==> config.mk <==
export PLATFORM = sky130hd
export DESIGN_NAME = hevc_dequant_stage_flat
export DESIGN_NICKNAME = d
export VERILOG_FILES = /design/src/rtl/hevc_pkg.sv /design/src/rtl/hevc_dequant_stage_if.sv /design/src/rtl/hevc_dequant_scaler.sv /design/src/rtl/hevc_dequant_stage.sv /design/src/flat_wrapper.sv
export SDC_FILE = /design/constraint.sdc
export NUM_CORES = 1
export LEC_CHECK = 0
export ABC_AREA = 1
export CAP_MARGIN = 5
export CORE_AREA = 2 2 191 193
export DETAILED_ROUTE_END_ITERATION = 8
export DIE_AREA = 0 0 193 195
export PLACE_DENSITY_LB_ADDON = 0.3
export RECOVER_POWER = 100
export SETUP_SLACK_MARGIN = 0.02
export SLEW_MARGIN = 20
export SYNTH_ARGS = -nofsm -noshare
export SYNTH_HDL_FRONTEND = slang
export SYNTH_SLANG_ARGS = --single-unit
==> constraint.sdc <==
create_clock -name clk -period 5.28 [get_ports clk]
set_input_delay 1.32 -clock clk [delete_from_list [all_inputs] [get_ports clk]]
set_output_delay 1.32 -clock clk [all_outputs]
set_load 0.05 [all_outputs]
==> src/rtl/hevc_pkg.sv <==
// Shared constants, FSM type and arithmetic helpers for the HEVC dequantization stage.
package hevc_pkg;

  localparam int QP_MAX = 51;

  localparam logic [6:0] LEVEL_SCALE [0:5] = '{7'd40, 7'd45, 7'd51, 7'd57, 7'd64, 7'd72};

  typedef enum logic [2:0] {
    ST_FILL,
    ST_FLUSH,
    ST_ISSUE_LO,
    ST_ISSUE_HI,
    ST_RELEASE
  } state_t;

  function automatic int bd_shift(input int n, input int bit_depth);
    return bit_depth + $clog2(n) - 5;
  endfunction

  function automatic logic [5:0] qp_clamp(input logic [5:0] qp);
    return (qp > 6'(QP_MAX)) ? 6'(QP_MAX) : qp;
  endfunction

  function automatic logic [3:0] qp_per(input logic [5:0] qp);
    return 4'(qp_clamp(qp) / 6'd6);
  endfunction

  function automatic logic [2:0] qp_rem(input logic [5:0] qp);
    return 3'(qp_clamp(qp) % 6'd6);
  endfunction

  function automatic logic signed [15:0] clip16(input logic signed [39:0] v);
    if (v > 40'sd32767)
      return 16'sh7fff;
    else if (v < -40'sd32768)
      return 16'sh8000;
    else
      return v[15:0];
  endfunction

endpackage

==> src/rtl/hevc_dequant_stage_if.sv <==
// Level stream into the dequant stage: valid/ready handshake carrying level and block QP.
interface hevc_dequant_stage_if;
  logic               in_valid;
  logic               in_ready;
  logic signed [15:0] in_level;
  logic [5:0]         in_qp;

  modport master (output in_valid, output in_level, output in_qp, input in_ready);
  modport slave  (input in_valid, input in_level, input in_qp, output in_ready);
endinterface

==> src/rtl/hevc_dequant_scaler.sv <==
// Two-stage dequant pipeline: S1 registers level*16*levelScale, S2 shifts/rounds/clips into the block write.
module hevc_dequant_scaler
  import hevc_pkg::*;
#(
  parameter int N         = 4,
  parameter int BIT_DEPTH = 8,
  parameter int IW        = 4
) (
  input  logic               clk,
  input  logic               reset,
  input  logic               in_valid,
  input  logic signed [15:0] in_level,
  input  logic [3:0]         in_per,
  input  logic [2:0]         in_rem,
  input  logic [IW-1:0]      in_idx,
  output logic               wr_valid,
  output logic [IW-1:0]      wr_idx,
  output logic signed [15:0] wr_data
);
  localparam int BDS = bd_shift(N, BIT_DEPTH);
  localparam logic signed [39:0] RND = 40'sd1 <<< (BDS - 1);

  logic signed [27:0] prod_d, prod_q;
  logic [3:0]         per_q;
  logic signed [39:0] scaled, rounded;

  // |level*16*72| stays below 2^27, so a 28-bit product is exact
  assign prod_d = (28'(in_level) * 28'(LEVEL_SCALE[in_rem])) <<< 4;

  always_ff @(posedge clk or negedge reset) begin
    if (!reset) wr_valid <= 1'b0;
    else        wr_valid <= in_valid;
  end

  always_ff @(posedge clk) begin
    if (in_valid) begin
      prod_q <= prod_d;
      per_q  <= in_per;
      wr_idx <= in_idx;
    end
  end

  assign scaled  = 40'(prod_q) <<< per_q;
  assign rounded = scaled + RND;
  assign wr_data = clip16(rounded >>> BDS);

endmodule

==> src/rtl/hevc_dequant_stage.sv <==
// HEVC inverse-quantization stage: assembles levels into an NxN block and sequences the IDCT start/done handshake.
// Define HEVC_DEQUANT_DBUF_EN for a two-bank block buffer that keeps filling while the other bank is issued.
module hevc_dequant_stage
  import hevc_pkg::*;
#(
  parameter int N         = 4,
  parameter int BIT_DEPTH = 8
) (
  input  logic                 clk,
  input  logic                 reset,
  hevc_dequant_stage_if.slave  strm,
  output logic signed [15:0]   x [0:N-1][0:N-1],
  output logic                 idct_start,
  input  logic                 idct_done,
  output logic [15:0]          blk_count
);
  // state       | meaning
  // ST_FILL     | accepting levels (single bank) / waiting for a full bank to issue
  // ST_FLUSH    | two cycles for the last pipeline writes to land
  // ST_ISSUE_LO | start high, wait for done low (drop stale done)
  // ST_ISSUE_HI | start high, wait for done high
  // ST_RELEASE  | start low, count the handoff, free the bank

  localparam int LN = $clog2(N);
  localparam int KW = 2 * LN;
  localparam logic [KW-1:0] K_LAST = '1;
`ifdef HEVC_DEQUANT_DBUF_EN
  localparam int IW = KW + 1;
`else
  localparam int IW = KW;
`endif

  state_t             state, state_d;
  logic [KW-1:0]      k;
  logic               in_ready_q, in_ready_d;
  logic               flush_tmr;
  logic [3:0]         per_lat, per_cur;
  logic [2:0]         rem_lat, rem_cur;
  logic               acc, last_acc, blk_full;
  logic [IW-1:0]      acc_idx;
  logic               wr_valid;
  logic [IW-1:0]      wr_idx;
  logic signed [15:0] wr_data;

  assign strm.in_ready = in_ready_q;
  assign acc        = strm.in_valid && in_ready_q;
  assign last_acc   = acc && (k == K_LAST);
  assign idct_start = (state == ST_ISSUE_LO) || (state == ST_ISSUE_HI);
  assign per_cur    = (k == '0) ? qp_per(strm.in_qp) : per_lat;
  assign rem_cur    = (k == '0) ? qp_rem(strm.in_qp) : rem_lat;

`ifdef HEVC_DEQUANT_DBUF_EN
  logic               fill_bank, issue_bank;
  logic [1:0]         full, full_d;
  logic signed [15:0] mem [0:1][0:N-1][0:N-1];

  always_comb begin
    full_d = full;
    if (last_acc) full_d[fill_bank] = 1'b1;
    if (state == ST_RELEASE) full_d[issue_bank] = 1'b0;
  end

  assign blk_full   = full_d[issue_bank];
  assign acc_idx    = {fill_bank, k};
  assign in_ready_d = !full_d[fill_bank ^ last_acc];

  always_ff @(posedge clk or negedge reset) begin
    if (!reset) begin
      full       <= '0;
      fill_bank  <= 1'b0;
      issue_bank <= 1'b0;
    end else begin
      full <= full_d;
      if (last_acc) fill_bank <= ~fill_bank;
      if (state == ST_RELEASE) issue_bank <= ~issue_bank;
    end
  end

  always_ff @(posedge clk) begin
    if (wr_valid) mem[wr_idx[KW]][wr_idx[KW-1:LN]][wr_idx[LN-1:0]] <= wr_data;
  end

  always_comb begin
    for (int r = 0; r < N; r++)
      for (int c = 0; c < N; c++)
        x[r][c] = mem[issue_bank][r][c];
  end
`else
  assign blk_full   = last_acc;
  assign acc_idx    = k;
  assign in_ready_d = (state_d == ST_FILL);

  always_ff @(posedge clk) begin
    if (wr_valid) x[wr_idx[KW-1:LN]][wr_idx[LN-1:0]] <= wr_data;
  end
`endif

  always_comb begin
    state_d = state;
    unique case (state)
      ST_FILL:     if (blk_full) state_d = ST_FLUSH;
      ST_FLUSH:    if (flush_tmr == 1'b0) state_d = ST_ISSUE_LO;
      ST_ISSUE_LO: if (!idct_done) state_d = ST_ISSUE_HI;
      ST_ISSUE_HI: if (idct_done) state_d = ST_RELEASE;
      ST_RELEASE:  state_d = ST_FILL;
      default:     state_d = ST_FILL;
    endcase
  end

  always_ff @(posedge clk or negedge reset) begin
    if (!reset) begin
      state      <= ST_FILL;
      k          <= '0;
      in_ready_q <= 1'b0;
      flush_tmr  <= 1'b0;
      blk_count  <= '0;
      per_lat    <= '0;
      rem_lat    <= '0;
    end else begin
      state      <= state_d;
      in_ready_q <= in_ready_d;
      flush_tmr  <= (state == ST_FLUSH) ? 1'b0 : 1'b1;
      if (acc) k <= k + KW'(1);
      if (acc && (k == '0)) begin
        per_lat <= qp_per(strm.in_qp);
        rem_lat <= qp_rem(strm.in_qp);
      end
      if (state == ST_RELEASE) blk_count <= blk_count + 16'd1;
    end
  end

  hevc_dequant_scaler #(
    .N         (N),
    .BIT_DEPTH (BIT_DEPTH),
    .IW        (IW)
  ) u_scaler (
    .clk      (clk),
    .reset    (reset),
    .in_valid (acc),
    .in_level (strm.in_level),
    .in_per   (per_cur),
    .in_rem   (rem_cur),
    .in_idx   (acc_idx),
    .wr_valid (wr_valid),
    .wr_idx   (wr_idx),
    .wr_data  (wr_data)
  );

endmodule

==> src/flat_wrapper.sv <==
// flat-port wrapper written by rule: the top's interface ports become plain ports
module hevc_dequant_stage_flat import hevc_pkg::*;
#(
  parameter int N         = 4,
  parameter int BIT_DEPTH = 8
)
  (clk, reset, x, idct_start, idct_done, blk_count, strm_in_valid, strm_in_level, strm_in_qp, strm_in_ready);
  hevc_dequant_stage_if strm_i ();
  input  logic clk;
  input  logic reset;
  output logic signed [15:0] x[0:N-1][0:N-1];
  output logic idct_start;
  input  logic idct_done;
  output logic [15:0] blk_count;
  input wire logic [$bits(strm_i.in_valid)-1:0] strm_in_valid;
  input wire logic [$bits(strm_i.in_level)-1:0] strm_in_level;
  input wire logic [$bits(strm_i.in_qp)-1:0] strm_in_qp;
  output wire logic [$bits(strm_i.in_ready)-1:0] strm_in_ready;
  assign strm_i.in_valid = strm_in_valid;
  assign strm_i.in_level = strm_in_level;
  assign strm_i.in_qp = strm_in_qp;
  assign strm_in_ready = strm_i.in_ready;
  hevc_dequant_stage #(.N(N), .BIT_DEPTH(BIT_DEPTH)) u_core (.clk(clk), .reset(reset), .strm(strm_i), .x(x), .idct_start(idct_start), .idct_done(idct_done), .blk_count(blk_count));
endmodule
# [Yosys cells after proc, flatten, opt, wreduce, memory -nomap -nowiden]
# Memory sizes are Yosys's and may differ from the RTL's.
# Cells that the tools add are included.
# W data, S select, Z words.
[op_classes] n_lt_le_gt_ge=8 mul=1 n_div=2 mux=18 n_reduce_logical=9 n_shift=1 eq_ne=5 bitwise=3 n_addsub=3
[op_table] operator="$bwmux W256" count=1
[op_table] operator="$demux W64 S2" count=1
[op_table] operator="$mux W64" count=1
[op_table] operator="$mux W16" count=3
[op_table] operator="$add A40 B6 Y40 const B" count=1
[op_table] operator="$sshl A28 B4 Y40" count=1
[op_table] operator="$gt A35 B16 Y1 const B" count=1
[op_table] operator="$lt A35 B16 Y1 const B" count=1
[op_table] operator="$demux W16 S2" count=1
[op_table] operator="$mul A16 B8 Y24" count=1
[op_table] operator="$add A16 B1 Y16 const B" count=1
[op_table] operator="$mux W3" count=5
[op_table] operator="$mux W7" count=2
[op_table] operator="$pmux W3 S4" count=1
[op_table] operator="$div A6 B3 Y6 const B" count=1
[op_table] operator="$eq A3 B2 Y1 const B" count=2
[op_table] operator="$ge A3 B3 Y1 const B" count=2
[op_table] operator="$gt A6 B6 Y1 const B" count=1
[op_table] operator="$logic_not A3 Y1" count=2
[op_table] operator="$lt A3 B1 Y1 const B" count=2
[op_table] operator="$mod A6 B3 Y6 const B" count=1
[op_table] operator="$mux W6" count=1
[op_table] operator="$not A2 Y3" count=2
[op_table] operator="$logic_and A1 B1 Y1" count=5
[op_table] operator="other kinds (10)" count=10
[word_totals] register_bits=321 mem_count=1 mem_bits_ro=56 wordCells=78
[memory_table] name="(no name shown)" depth=8 word_bits=7 rd=1 rd_ports_with_merged_regs=0 wr=0 line_no="hevc_dequant_scaler.sv:28" rtl="assign prod_d = (28'(in_level) * 28'(LEVEL_SCALE[in_rem])) <<< 4;"

# [Logic depth before layout (Yosys ltp)]
# Gate-level depths: netlist of run 1.
[logic_depth] depth_word=9 depth_mapped=49

# [Cells and area by module]
# From an unflattened synthesis of run 1, not the netlist that was laid out.
[unflattened] hier_cells=1683 hier_area_um2=17314.1
[modules_own_cells] mod="hevc_dequant_stage" cells_per_inst=522 area_per_inst_um2=9654.3 instances=1
[modules_own_cells] mod="hevc_dequant_scaler" cells_per_inst=1161 area_per_inst_um2=7659.8 instances=1

# [Worst setup path before layout of run 1]
# No wires, ideal clock.
[synth_timing] kind="input to register" start="in strm_in_qp[5]" end="reg u_core.u_scaler.prod_q[24], data pin" arrival_time_ns=7.472 path_slack_ns=-2.457 required_ns=5.015 setup_ns=0.265 cell_stages=44 n_path_buf=3 path_cell_list="clkbuf_1 > ha_1 > inv_1 > nor3_1 > nand2_2 > nand2_4 > xnor2_1 > inv_1 > ha_1 > inv_1 > nand2_1 > nand2_1 > nand2_2 > inv_2 > nand2_4 > nand2_2 > nand2_2 > nand2_1 > [... 8 more ...] > fa_1 > inv_1 > fa_1 > inv_1 > fa_1 > inv_1 > ha_1 > a21oi_1 > o21ai_0 > a21oi_1 > o21ai_0 > nand3_1 > nand2_1 > nand2_1 > nand2_1 > a21boi_0 > o21ai_0 > xor2_1"
[synth_between] elab_chain_cells=9
[synth_lines] item="start: declaration" line_no="flat_wrapper.sv:17" rtl="input wire logic [$bits(strm_i.in_qp)-1:0] strm_in_qp;"
[synth_lines] item="$gt A6 B6 Y1" line_no="hevc_pkg.sv:21" rtl="return (qp > 6'(QP_MAX)) ? 6'(QP_MAX) : qp;"
[synth_lines] item="$mux W6 (*)" line_no="hevc_pkg.sv:21"
[synth_lines] item="$mod A6 B3 Y6 (*)" line_no="hevc_pkg.sv:29" rtl="return 3'(qp_clamp(qp) % 6'd6);"
[synth_lines] item="$mux W3 (*)" line_no="hevc_dequant_stage.sv:50" rtl="assign rem_cur = (k == '0) ? qp_rem(strm.in_qp) : rem_lat;"
[synth_lines] item="$not A3 Y4 (not written as such) (*)" line_no="hevc_dequant_scaler.sv:28"
[synth_lines] item="$mem_v2 Z8 W7 (*)"
[synth_lines] item="$mux W7 (not written as such) (*) (2 in series)" line_no="hevc_dequant_scaler.sv:28"
[synth_lines] item="$mul A16 B8 Y24 (*)" line_no="hevc_dequant_scaler.sv:28"
[synth_lines] item="net u_core.u_scaler.prod_d[24]" line_no="hevc_dequant_scaler.sv:23" rtl="logic signed [27:0] prod_d, prod_q;"
[synth_lines] item="end signal: assignment" line_no="hevc_dequant_scaler.sv:37" rtl="prod_q <= prod_d;"
[synth_lines] item="end: declaration" line_no="hevc_dequant_scaler.sv:23"
# The timed path passes the listed nets; every way through them passes the cells marked *. The select of a mux whose other input is x is not followed.
# A chain may end at the register's enable or synchronous reset.

# [Worst setup path in the final report of run 1]
[layout_timing] start="in strm_in_qp[4]" end="reg u_core.u_scaler.prod_q[27], data pin"
# Same word-level chain as after synthesis.

==> summary.md, run 1 <==
| Metric | Value |
|---|---|
| Status | `finished, violations left` |
| Failing checks | `capacitance limit, slew limit, setup timing` |
| Synthesized area | `16800 sq um` |
| Hold path depth | `1` |
| Max stage delay on crit path | `0.57 ns` |
| Reg2reg end | `u_core.u_scaler.prod_q[27]` |
| Routed len/inst | `18.4 um` |
| CP dominant cell by count | `nand2_1` |
| Final setup violation count | `20` |
| CP bufs+invs | `9` |
| Worst hold path class | `reg -> reg` |
| Stages on worst setup path | `46` |
| EDFF count, synth | `288` |
| Port bufs | `299` |
| Fin worst setup slack | `-1.64 ns` |
| Asr flop ratio synth | `10.3%` |
| Std-Cell Rows | `69` |
| Worst Tran Pin Value | `1.97 ns` |
| Relative slew slack | `-31.7%` |
| CTS root buffer | `clkbuf_16` |
| Yosys reg bits | `321` |
| Post-DR vias/cell | `5.08` |
| Post-synthesis sequential area ratio | `56.4%` |
| Die X | `193 um` |
| Global Route Usage Sum | `24.6%` |
| Final HPWL DP | `35300 um` |
| I/O pin cnt | `300` |
| Worst Clk Skew | `0.0182 ns` |
| ANT cells | `0` |
| Fmax achieved | `0.145 GHz` |
| CORE AREA | `35400 sq um` |
| Largest net degree at the start of global routing | `36` |
| Top FF cell, synth | `edfxtp_1` |
| Most common cell after layout, fill and taps aside | `clkdlybuf4s50_1` |
| FF-to-FF Start | `u_core.acc_idx[0]` |
| Total grt overflow | `0` |
| Placer Congestion | `0.936` |
| Util after Layout | `66.1%` |
| Critical Path Source | `strm_in_qp[4]` |
| Worst setup path end | `u_core.u_scaler.prod_q[27]` |
| Fill cells | `2727` |
| CP Data Required Time | `5.60 ns` |
| Cells after Synth | `1531` |
| Placed instance area | `21800 sq um` |
| Routed Antenna Nets | `0` |
| Hold_buf cts | `0` |
| Yosys warning count | `0` |
| Area grow syn2layout | `39.3%` |
| Critical path capture point type | `flop` |
| Final Max Tran Viols | `119` |
| TritonCTS buffer count | `31` |
| Reg2Reg Depth | `33` |
| Worst setup path class | `in -> reg` |
| Largest fanout on the critical path | `6` |
| Final Hold Vio Count | `0` |
| Slowest CP cell | `fa_2` |
| TritonCTS clock tree | `done` |
| Distinct cell type count after synthesis | `42` |
| Max-Cap Viols | `6` |
| Most frequent cells in the layout | `290 x clkdlybuf4s50_1, 288 x nand2_1, 288 x edfxtp_1` |
| # H-tree levels | `1` |
| Drt total wl | `46000 um` |
| Pre-Repair DR Iteration Count | `5` |
| Drc violations | `0` |
| Vias in the first global route | `12800` |
| Post-Place Worst Slack | `-2.93 ns` |
| Final worst-path cycle share | `131%` |
| Post-synth top area share | `51.5%` |
| Kind of cell adding the most delay to the critical path | `adder cells` |
| Iteration-0 DRC Markers | `837` |
| Multi-input gate area | `7080 sq um` |
| Die height | `195 um` |
| Initial antenna violation count | `0` |
| Leading area contributor after synthesis | `edfxtp_1` |
| Skew-Pair Late Insertion Delay | `0.58 ns` |
| DIE AREA | `37600 sq um` |
| Synth area leaders | `edfxtp_1 52%, fa_1 10%, nand2_1 6.9%` |
| Syn Area/Cell | `11.0 sq um` |
| Starting Density | `47.4%` |
| Clk slew on worst S/H paths | `0.06 ns` |
| Clk sinks | `321` |
| Bufs on Longest Clock Path | `3` |
| Final Instance Area | `23400 sq um` |
| Minimum hold slack | `0.486 ns` |
| Vias after detailed routing | `12700` |
| RSZ-0062 raised after global routing | `true` |
| Crit path arrival time | `7.24 ns` |
| First-pass GRT wire length | `71400 um` |
| Reg area | `9470 sq um` |
| Minimum clock period | `6.92 ns` |
| Fraction of layout cells with a size suffix above 1 | `19.6%` |
| R2R Setup Slk | `-0.20 ns` |
| Kind of start point of the critical path | `primary input` |
| Final #Nets | `2173` |
==> flip-flops by register name (all words and copies together), names as in the netlist <==
signal	cells
u_core.x	256
u_core.u_scaler.prod_q	24
u_core.blk_count	16
u_core.acc_idx	4
u_core.per_lat	4
u_core.u_scaler.per_q	4
u_core.u_scaler.wr_idx	4
u_core.rem_lat	3
u_core.state	3
u_core.flush_tmr	1
u_core.strm.in_ready	1
u_core.u_scaler.wr_valid	1
==> layer usage <==
layer	track usage, %	vias up	wire length, um
li1	-	6065	-
met2	45.6	395	24000
met5	0	-	0
met1	29.9	6192	18200
met3	2.70	86	2410
met4	7.24	0	1510
==> worst min path at each step <==
stage	slack [ns]	endpoint	from
floorplan	0.45	u_core.per_lat[1]	u_core.per_lat[1]
finish	0.49	u_core.blk_count[15]	u_core.blk_count[15]
global route	0.50	u_core.per_lat[2]	u_core.per_lat[2]
global placement	0.46	u_core.blk_count[15]	u_core.blk_count[15]
CTS	0.49	u_core.blk_count[15]	u_core.blk_count[15]
detailed placement	0.48	u_core.blk_count[15]	u_core.blk_count[15]
==> area by class of cell <==
type,count,area share [%]
Sequential cell,321,40.5
Multi-Input combinational cell,983,30.2
Timing Repair Buffer,478,18.9
Clock buffer,34,3.36
Inverter,205,3.29
Tap cell,461,2.47
Clock inverter,24,1.20
==> per-stage QoR <==
stage                     cells  TNS, ns
after floorplan            1543   -26.40
after global placement     2414   -46.62
after detailed placement   2414   -49.74
after CTS                  2501   -23.15
after global routing       2506   -30.26
final                      2506   -24.43
==> cell families (layout without fill, tap and decap cells) <==
family	after synthesis	in the layout	synth area share, %
xor gates and xnor gates	54	54	2.82
adders and majority gates	127	127	13.3
other	2	14	0.0447
and+or+nand+nor	685	685	18.3
DFF	321	321	56.4
AOI/OAI and AO/OA	103	103	3.32
buffers and inverters	239	741	5.80
==> what timing repair did <==
action,in CTS,in global routing
pin swaps,79,7
endpoints found under the setup margin,22,21
resized for setup,100,8
buffers inserted,32,5
==> cells in the mapped netlist (17+ instances only) <==
cell type and count:
ha_1 41, fa_1 86, dfrtp_1 33, xor2_1 31
inv_1 200, o21ai_0 31, nand2_1 307, edfxtp_1 288
a21oi_1 36, nand3_1 151, xnor2_1 23, nor2_1 144
nand4_1 17
Power of run 1 is left out: the tool's default activity adds up to more than one toggle a clock period on the data nets, which glitch-free logic cannot reach.
==> run 2: changes to the inputs <==
Settings changed: CORE_AREA 2 2 191 193 to 2 2 187 189, DIE_AREA 0 0 193 195 to 0 0 189 191.
Clock period 5.28 ns to 8.32 ns, I/O delays scaled along.
==> run 2 against run 1 <==
The flow finishes with violations (capacitance limit, slew limit). Wire length down 5.8%. Non-clock buffer count is 79 lower. Count of clock-buffer cells in the layout up 5. Worst hold slack lost 0.0023 ns. Sequential share of layout area up 1.8 points. First-iteration DRC count grew 17%. Via count shrank 3.5%. Critical path type unchanged. Critical endpoint unchanged.
==> summary.md, run 2 (same netlist as run 1, synthesis figures left out) <==
| Metric | Value |
|---|---|
| FF-to-FF Start | `u_core.acc_idx[0]` |
| Drt total wl | `43400 um` |
| Clk slew on worst S/H paths | `0.06 ns` |
| Initial antenna violation count | `0` |
| CORE AREA | `34100 sq um` |
| Most frequent cells in the layout | `301 x nand2_1, 288 x edfxtp_1, 276 x dlygate4sd3_1` |
| Skew-Pair Late Insertion Delay | `0.53 ns` |
| Final HPWL DP | `33200 um` |
| WHS Endpoint | `u_core.blk_count[15]` |
| CTS root buffer | `clkbuf_16` |
| Iteration-0 DRC Markers | `983` |
| Port bufs | `299` |
| First-pass GRT wire length | `66800 um` |
| Placer Congestion | `0.917` |
| Reg area | `9470 sq um` |
| I/O pin cnt | `300` |
| Fraction of layout cells with a size suffix above 1 | `12.5%` |
| Final Instance Count excl. Fillers | `2425` |
| Final #Nets | `2097` |
| Vias in the first global route | `12000` |
| Minimum clock period | `7.96 ns` |
| Bufs on Longest Clock Path | `3` |
| Most Crowded Layer GR | `met2` |
| Kind of start point of the critical path | `primary input` |
| Reg2reg end | `u_core.u_scaler.prod_q[27]` |
| TritonCTS buffer count | `34` |
| Std-Cell Rows | `68` |
| ANT cells | `0` |
| Final worst-path cycle share | `95.7%` |
| Failing checks | `capacitance limit, slew limit` |
| Starting Density | `49.2%` |
| Worst setup path class | `in -> reg` |
| Critical path capture point type | `flop` |
| Multi-input gate area | `6620 sq um` |
| Total grt overflow | `0` |
| CP dominant cell by count | `nand2_1` |
| Max stage delay on crit path | `0.57 ns` |
| Final setup violation count | `0` |
| Vias after detailed routing | `12300` |
| Reg2Reg Depth | `29` |
| Die X | `189 um` |
| TritonCTS clock tree | `done` |
| Pre-Repair DR Iteration Count | `5` |
| Worst Tran Pin Value | `2.02 ns` |
| Largest fanout on the critical path | `6` |
| M2 GR Usage | `42.7%` |
| RSZ-0062 raised after global routing | `false` |
| DIE AREA | `36100 sq um` |
| R2R Setup Slk | `2.22 ns` |
| Hold path depth | `1` |
| Relative slew slack | `-34.4%` |
| Met1 Use GR | `29.8%` |
| Routed len/inst | `17.9 um` |
| Fill cells | `2602` |
| Post-Place Cells | `2361` |
| # H-tree levels | `2` |
| Worst hold path class | `reg -> reg` |
| Status | `finished, violations left` |
| Largest net degree at the start of global routing | `37` |
| Area grow syn2layout | `33.3%` |
| Met3 Use GR | `3.51%` |
| Clk sinks | `321` |
| Max FFs per register | `256` |
| CP Data Required Time | `8.58 ns` |
| Min-delay src | `u_core.blk_count[15]` |
| Hold_buf cts | `0` |
| Routed Antenna Nets | `0` |
| Final Max Tran Viols | `255` |
| Post-DR vias/cell | `5.07` |
| Final Hold Vio Count | `0` |
| Worst Clk Skew | `0.0209 ns` |
| Crit path arrival time | `8.22 ns` |
| Fmax achieved | `0.126 GHz` |
| Most common cell after layout, fill and taps aside | `nand2_1` |
| Drc violations | `0` |
| Die height | `191 um` |
| Slowest CP cell | `fa_1` |
| Max-Cap Viols | `14` |
| Global Route Usage Sum | `24.1%` |
run 2: cell types whose count changed in the layout (fill, tap and decap cells not counted), sizes merged:
| cell | delta |
|---|---|
| dlygate4sd3 | +274 |
| clkdlybuf4s50 | -273 |
| buf | -77 |
| clkinv | -4 |
| dlymetal6s2s | +3 |
| clkinvlp | +2 |
| bufinv | +1 |
| clkbuf | +1 |
| clkdlybuf4s15 | -1 |
| dlygate4sd2 | -1 |
run 2: area by class of cell:
type                            count  share of cell area, %
Clock buffer                       39                   4.02
Inverter                          205                   3.44
Tap cell                          455                   2.54
Timing Repair Buffer              399                   16.7
Multi-Input combinational cell    983                   29.5
Sequential cell                   321                   42.3
Clock inverter                     23                   1.46
run 2: what timing repair did:
action / in CTS / in global routing
setup buffers: 0 / 2
resized for setup: 6 / 56
pin swaps: 4 / 17
endpoints found under the setup margin: 6 / 11
run 2: per-stage QoR:
| step | setup WS, ns | hold slack [ns] | setup TNS, ns | util [%] | area [sq um] |
|---|---|---|---|---|---|
| after detailed placement | -0.727 | 0.474 | -5.92 | 61.5 | 21000 |
| after global placement | -0.518 | 0.467 | -3.50 | 61.5 | 21000 |
| after global routing | 0.00840 | 0.497 | 0 | 65.6 | 22400 |
| after floorplan | 0.0456 | 0.453 | 0 | - | 16900 |
| after CTS | 0.0530 | 0.489 | 0 | 65.1 | 22200 |
| final | 0.359 | 0.484 | 0 | 65.6 | 22400 |
run 2: worst max-delay path by stage:
stage	start	to	slack [ns]	cells past startpoint
after floorplan	strm_in_qp[5]	u_core.u_scaler.prod_q[27]	0.05	47
after global placement	strm_in_qp[4]	u_core.u_scaler.prod_q[27]	-0.52	46
after detailed placement	strm_in_qp[5]	u_core.u_scaler.prod_q[27]	-0.73	46
after CTS	strm_in_qp[3]	u_core.u_scaler.prod_q[27]	0.05	48
after global routing	strm_in_qp[1]	u_core.u_scaler.prod_q[27]	0.008	46
final	strm_in_qp[1]	u_core.u_scaler.prod_q[27]	0.36	44
run 2: per-layer routing:
layer  share of wire [%]  vias to the layer above
met1                  40                     5832
met2                  51                      459
met4                 3.8                        0
met3                 5.9                       79
met5                   0                        -
li1                    -                     5921
run 2: worst max-delay path: cells and delay by family:
| kind | cells | cell delay (ns) |
|---|---|---|
| simple gates | 24 | 1.90 |
| compound gates | 4 | 0.46 |
| buf+inv | 8 | 0.89 |
| fa+ha+maj | 6 | 2.65 |
| xor+xnor | 2 | 0.24 |
Power of run 2 is left out for the same reason.
==> RTL change 1, RTL diff (config.mk and constraints of run 1) <==
`N` is set to 4 in 3 places; all go to 2.
--- a/src/rtl/hevc_dequant_scaler.sv
+++ b/src/rtl/hevc_dequant_scaler.sv
@@ -4,3 +4,3 @@
 #(
-  parameter int N         = 4,
+  parameter int N         = 2,
   parameter int BIT_DEPTH = 8,
--- a/src/rtl/hevc_dequant_stage.sv
+++ b/src/rtl/hevc_dequant_stage.sv
@@ -5,3 +5,3 @@
 #(
-  parameter int N         = 4,
+  parameter int N         = 2,
   parameter int BIT_DEPTH = 8
--- a/src/flat_wrapper.sv
+++ b/src/flat_wrapper.sv
@@ -3,3 +3,3 @@
 #(
-  parameter int N         = 4,
+  parameter int N         = 2,
   parameter int BIT_DEPTH = 8
Ports: changed (resized x); port bits go from 300 to 108. The function was not compared with the original's and may differ.
==> RTL change 1 against run 1 <==
  * The run still ends with max-capacitance violations, max-slew violations, negative setup slack left
  * Final area decreased by 39%
  * Synthesized area shrank 41%
  * Sequential cell count decreased by 196
  * Die area did not move
  * Fmax fell by 1.1%
  * Core utilization decreased by 26 points
  * Synthesized cell count fell by 27%
  * Wire length shrank 49%
  * Worst setup slack got worse by 80 ps
  * Critical path type unchanged
  * Highest routed layer unchanged
Power is left out: the tool's default activity adds up to more than one toggle a clock period on the data nets, which glitch-free logic cannot reach.
==> RTL change 1: results (changes against run 1) <==
- The number of synthesized flops with an enable pin was 94 (-67%).
- The worst setup margin is -1720 ps (-79.9 ps).
- The max-cap check violation count is 1 (-5).
- The setup TNS is -26770 ps (-2340 ps).
- The layout net count is 1549 (-29%).
- The initial DRC count is 267 (-68%).
- The maximum cell stage delay along the critical path is 590 ps (+20 ps).
- The worst clock skew on the final layout was 13.6 ps (-4.60 ps).
- The origin of the worst setup path is strm_in_qp[5].
- The async set-reset flop share out of synthesis is 0.248 (+0.145).
- The worst max-slew margin expressed relative to the limit is -0.189 (+0.128).
- The placement-stage worst setup slack is -2890 ps (+38.3 ps).
- The count of buffers from port buffering is 107 (-64%).
- The part of the Yosys area used for sequential elements was 0.366 (-0.198).
- The flow ran to the end, but the final reports show violations.
- The detailed placement HPWL came to 18400 um (-48%).
- The worst reg-to-reg path cell count came to 24 (-27%).
- The cell count after synthesis is 1114 (-27%).
- The number of flip-flops in the largest register came to 64 (-75%).
- The final count of negative-setup-slack endpoints is 21 (+5.0%).
- The total global-route track usage is 0.127 (-0.119).
- The worst setup slack for register-to-register paths is -160 ps (+40 ps).
- The reg-to-reg critical path endpoint is u_core.u_scaler.prod_q[25]$_DFFE_PP_.
- The maximum number of buffers from clock root to sink came to 2 (-1).
- The count of unique library cells instantiated by Yosys was 47 (+12%).
- The per-cell routed wire length is 12.5 um (-32%).
- The count of non-filler cells in the finished layout is 1872 (-25%).
- The max-slew violation total from the final report came to 32 (-73%).
- The worst hold slack after final layout is 461 ps (-25.2 ps).
- By count the netlist is led by nand2_1, inv_1, edfxtp_1.
- The clock buffer count from CTS came to 17 (-45%).
- The pin count of the biggest net entering global routing is 32 (-11%).
- The final reports fail on max-capacitance violations, max-slew violations, negative setup slack.
- The critical path arrival was 7150 ps (-90 ps).
- The wire length of the first global-routing pass is 39000 um (-45%).
- The share of post-route cells with drive strength above 1 is 0.275 (+0.0789).
- By area the synthesized netlist is led by edfxtp_1, fa_1, nand2_1, dfrtp_1, inv_1.
[RTL change 1: changes by cell type after synthesis, sizes merged, moves of 4 or more]
| cell | change |
|---|---|
| o21ai | +42 |
| nand3 | -100 |
| xor2 | -5 |
| mux2i | +7 |
| edfxtp | -194 |
| a31oi | -4 |
| clkbuf | +5 |
| nand2 | -66 |
| nand4 | -10 |
| buf | -6 |
| inv | -14 |
| nor2 | -69 |
| xnor2 | -9 |
[RTL change 1: worst max-delay path: cells and delay by family]
kind | cells | cell delay [ps]
AOI/OAI and AO/OA | 8 | 1060
xor gates and xnor gates | 2 | 290
adders and majority gates | 7 | 2750
and+or+nand+nor | 12 | 1030
buffers and inverters | 9 | 680
[RTL change 1: cell type report]
cell class	instances	area, sq um	share of cell area
inverter	192	723	0.0505
clock buffer	18	429	0.0299
clock inverter	14	193	0.0134
multi-input combinational	777	6230	0.435
sequential	125	3600	0.251
tap	461	577	0.0402
timing repair buffer	285	2580	0.180
[RTL change 1: cell families after synthesis]
logic type      after synthesis  share of synthesized area
buf+inv                     225                     0.0909
simple gates                441                      0.191
flops                       125                      0.366
other cells                   2                   0.000764
fa+ha+maj                   125                      0.225
xor+xnor                     40                     0.0357
compound gates              149                     0.0834
mux                           7                    0.00713
[RTL change 1: per-layer routing]
metal  up-vias  global-route usage  part of all wire
met5         -                   0                 0
met4         0              0.0331             0.014
met3        28              0.0187             0.030
met2       133               0.209              0.47
met1      3795               0.174              0.48
li1       4113                   -                 -
[RTL change 1: repair_timing]
item,4_1_cts,5_1_grt
resized for setup,138,73
cloned,0,0
buffers inserted,25,16
setup endpoints to repair,21,21
pin swaps,113,51
==> RTL change 2, RTL diff (flow settings as in run 1) <==
Made on the original files. Register the output `blk_count` once more, with the module's reset; this adds one clock of latency there. The other outputs are not delayed to match.
--- a/src/rtl/hevc_dequant_stage.sv
+++ b/src/rtl/hevc_dequant_stage.sv
@@ -26,2 +26,4 @@
   localparam logic [KW-1:0] K_LAST = '1;
+
+  logic [15:0] blk_count_s0;
 `ifdef HEVC_DEQUANT_DBUF_EN
@@ -115,3 +117,3 @@
       flush_tmr  <= 1'b0;
-      blk_count  <= '0;
+      blk_count_s0 <= '0;
       per_lat    <= '0;
@@ -127,3 +129,3 @@
       end
-      if (state == ST_RELEASE) blk_count <= blk_count + 16'd1;
+      if (state == ST_RELEASE) blk_count_s0 <= blk_count_s0 + 16'd1;
     end
@@ -148,2 +150,10 @@
 
+  always_ff @(posedge clk or negedge reset) begin
+    if (!reset) begin
+      blk_count <= '0;
+    end else begin
+      blk_count <= blk_count_s0;
+    end
+  end
+
 endmodule
Check against the original RTL: same outputs for any inputs over 4 cycles, from zero or initial values and one cycle with reset low; that may be too few to reach the edited logic, so the function may still have changed.
==> RTL change 2 against run 1 <==
  * The run still ends with max-capacitance violations, max-slew violations, negative setup slack left
  * Wire length is 1.7% higher
  * Worst setup slack got worse by 14 ps
  * Synthesized cell count up 3.7%
  * Synthesized area increased by 3.2%
  * Final area increased by 2.1%
  * Sequential cell count grew 16
  * Highest routed layer unchanged
Power is not shown: default switching activity piles up to over one toggle a cycle in this logic, so the estimate is an artifact.
==> RTL change 2: results (changes against run 1) <==
- The final reports fail on max-capacitance violations, max-slew violations, negative setup slack.
- The final-layout clock-cell area share is 0.0449 (-0.000720).
- The max-slew violation total from the final report is 275 (+130%).
- The final count of negative-setup-slack endpoints was 20 (unchanged).
- The final routed wirelength across all metal layers came to 46800 um (+1.7%).
- The worst setup margin is -1650 ps (-14.1 ps).
- The number of vias per cell after detailed routing is 5.15 (+1.3%).
- The pin count of the biggest net entering global routing is 50 (+39%).
- The clock insertion delay at the later pin of the skew report is 520 ps (-60 ps).
- The number of storage elements in the synthesis netlist is 337 (+5.0%).
- The share of synthesized cell area in full adder, half adder and majority cells is 0.129 (-0.00411).
- The share of post-route cells with drive strength above 1 was 0.202 (+0.00640).
- The wire length of the first global-routing pass is 72600 um (+1.7%).
- The worst clock skew on the final layout is 18.4 ps (+0.153 ps).
- The count of plain and timing-repair buffers was 469 (-1.9%).
- The worst hold path begins at u_core.blk_count_s0[9]$_DFFE_PN0N_.
- The max-cap check violation count is 13 (+7).
- The origin of the worst setup path is strm_in_qp[2].
- The mean instance size in the synthesized netlist came to 10.9 sq um (-0.45%).
- The worst max-slew margin expressed relative to the limit was -0.728 (-0.410).
- The clock buffer count from CTS is 34 (+9.7%).
- The run finished, with violations left.
- The placer congestion estimate is 0.957 (+2.2%).
- The level count of the clock H-tree is 2 (+1).
- The maximum cell stage delay along the critical path is 520 ps (-50 ps).
- The number of cells in the design after placement is 2471 (+2.4%).
[RTL change 2: metal layers]
layer,vias to the layer above,part of all wire,wire length [um],track usage
li1,6200,-,-,-
met1,6367,0.38,17700,0.305
met2,495,0.52,24600,0.460
met3,98,0.060,2820,0.0295
met4,0,0.037,1710,0.0867
met5,-,0,0,0
[RTL change 2: timing repair]
| action | CTS | global route |
|---|---|---|
| pin swaps | 74 | 30 |
| hold endpoints to repair | 0 | 0 |
| buffers inserted | 23 | 7 |
| setup endpoints to repair | 21 | 20 |
| resized for setup | 133 | 19 |
[RTL change 2: stage by stage]
step	setup TNS, ps	instance area [sq um]	hold slack (ps)
after floorplan	-23080	17700	354
after global placement	-40280	22200	363
after detailed placement	-45060	22200	374
after CTS	-20590	23900	396
after global routing	-28350	23900	414
final	-23890	23900	392
[RTL change 2: worst reg2reg max path, delay by kind of cell, from the launching register on]
family          cells  cell delay, ps
fa+ha+maj           6            2390
simple gates       15            1140
buf+inv             7             760
compound gates      4             510
flops               1             380
xor+xnor            1              60
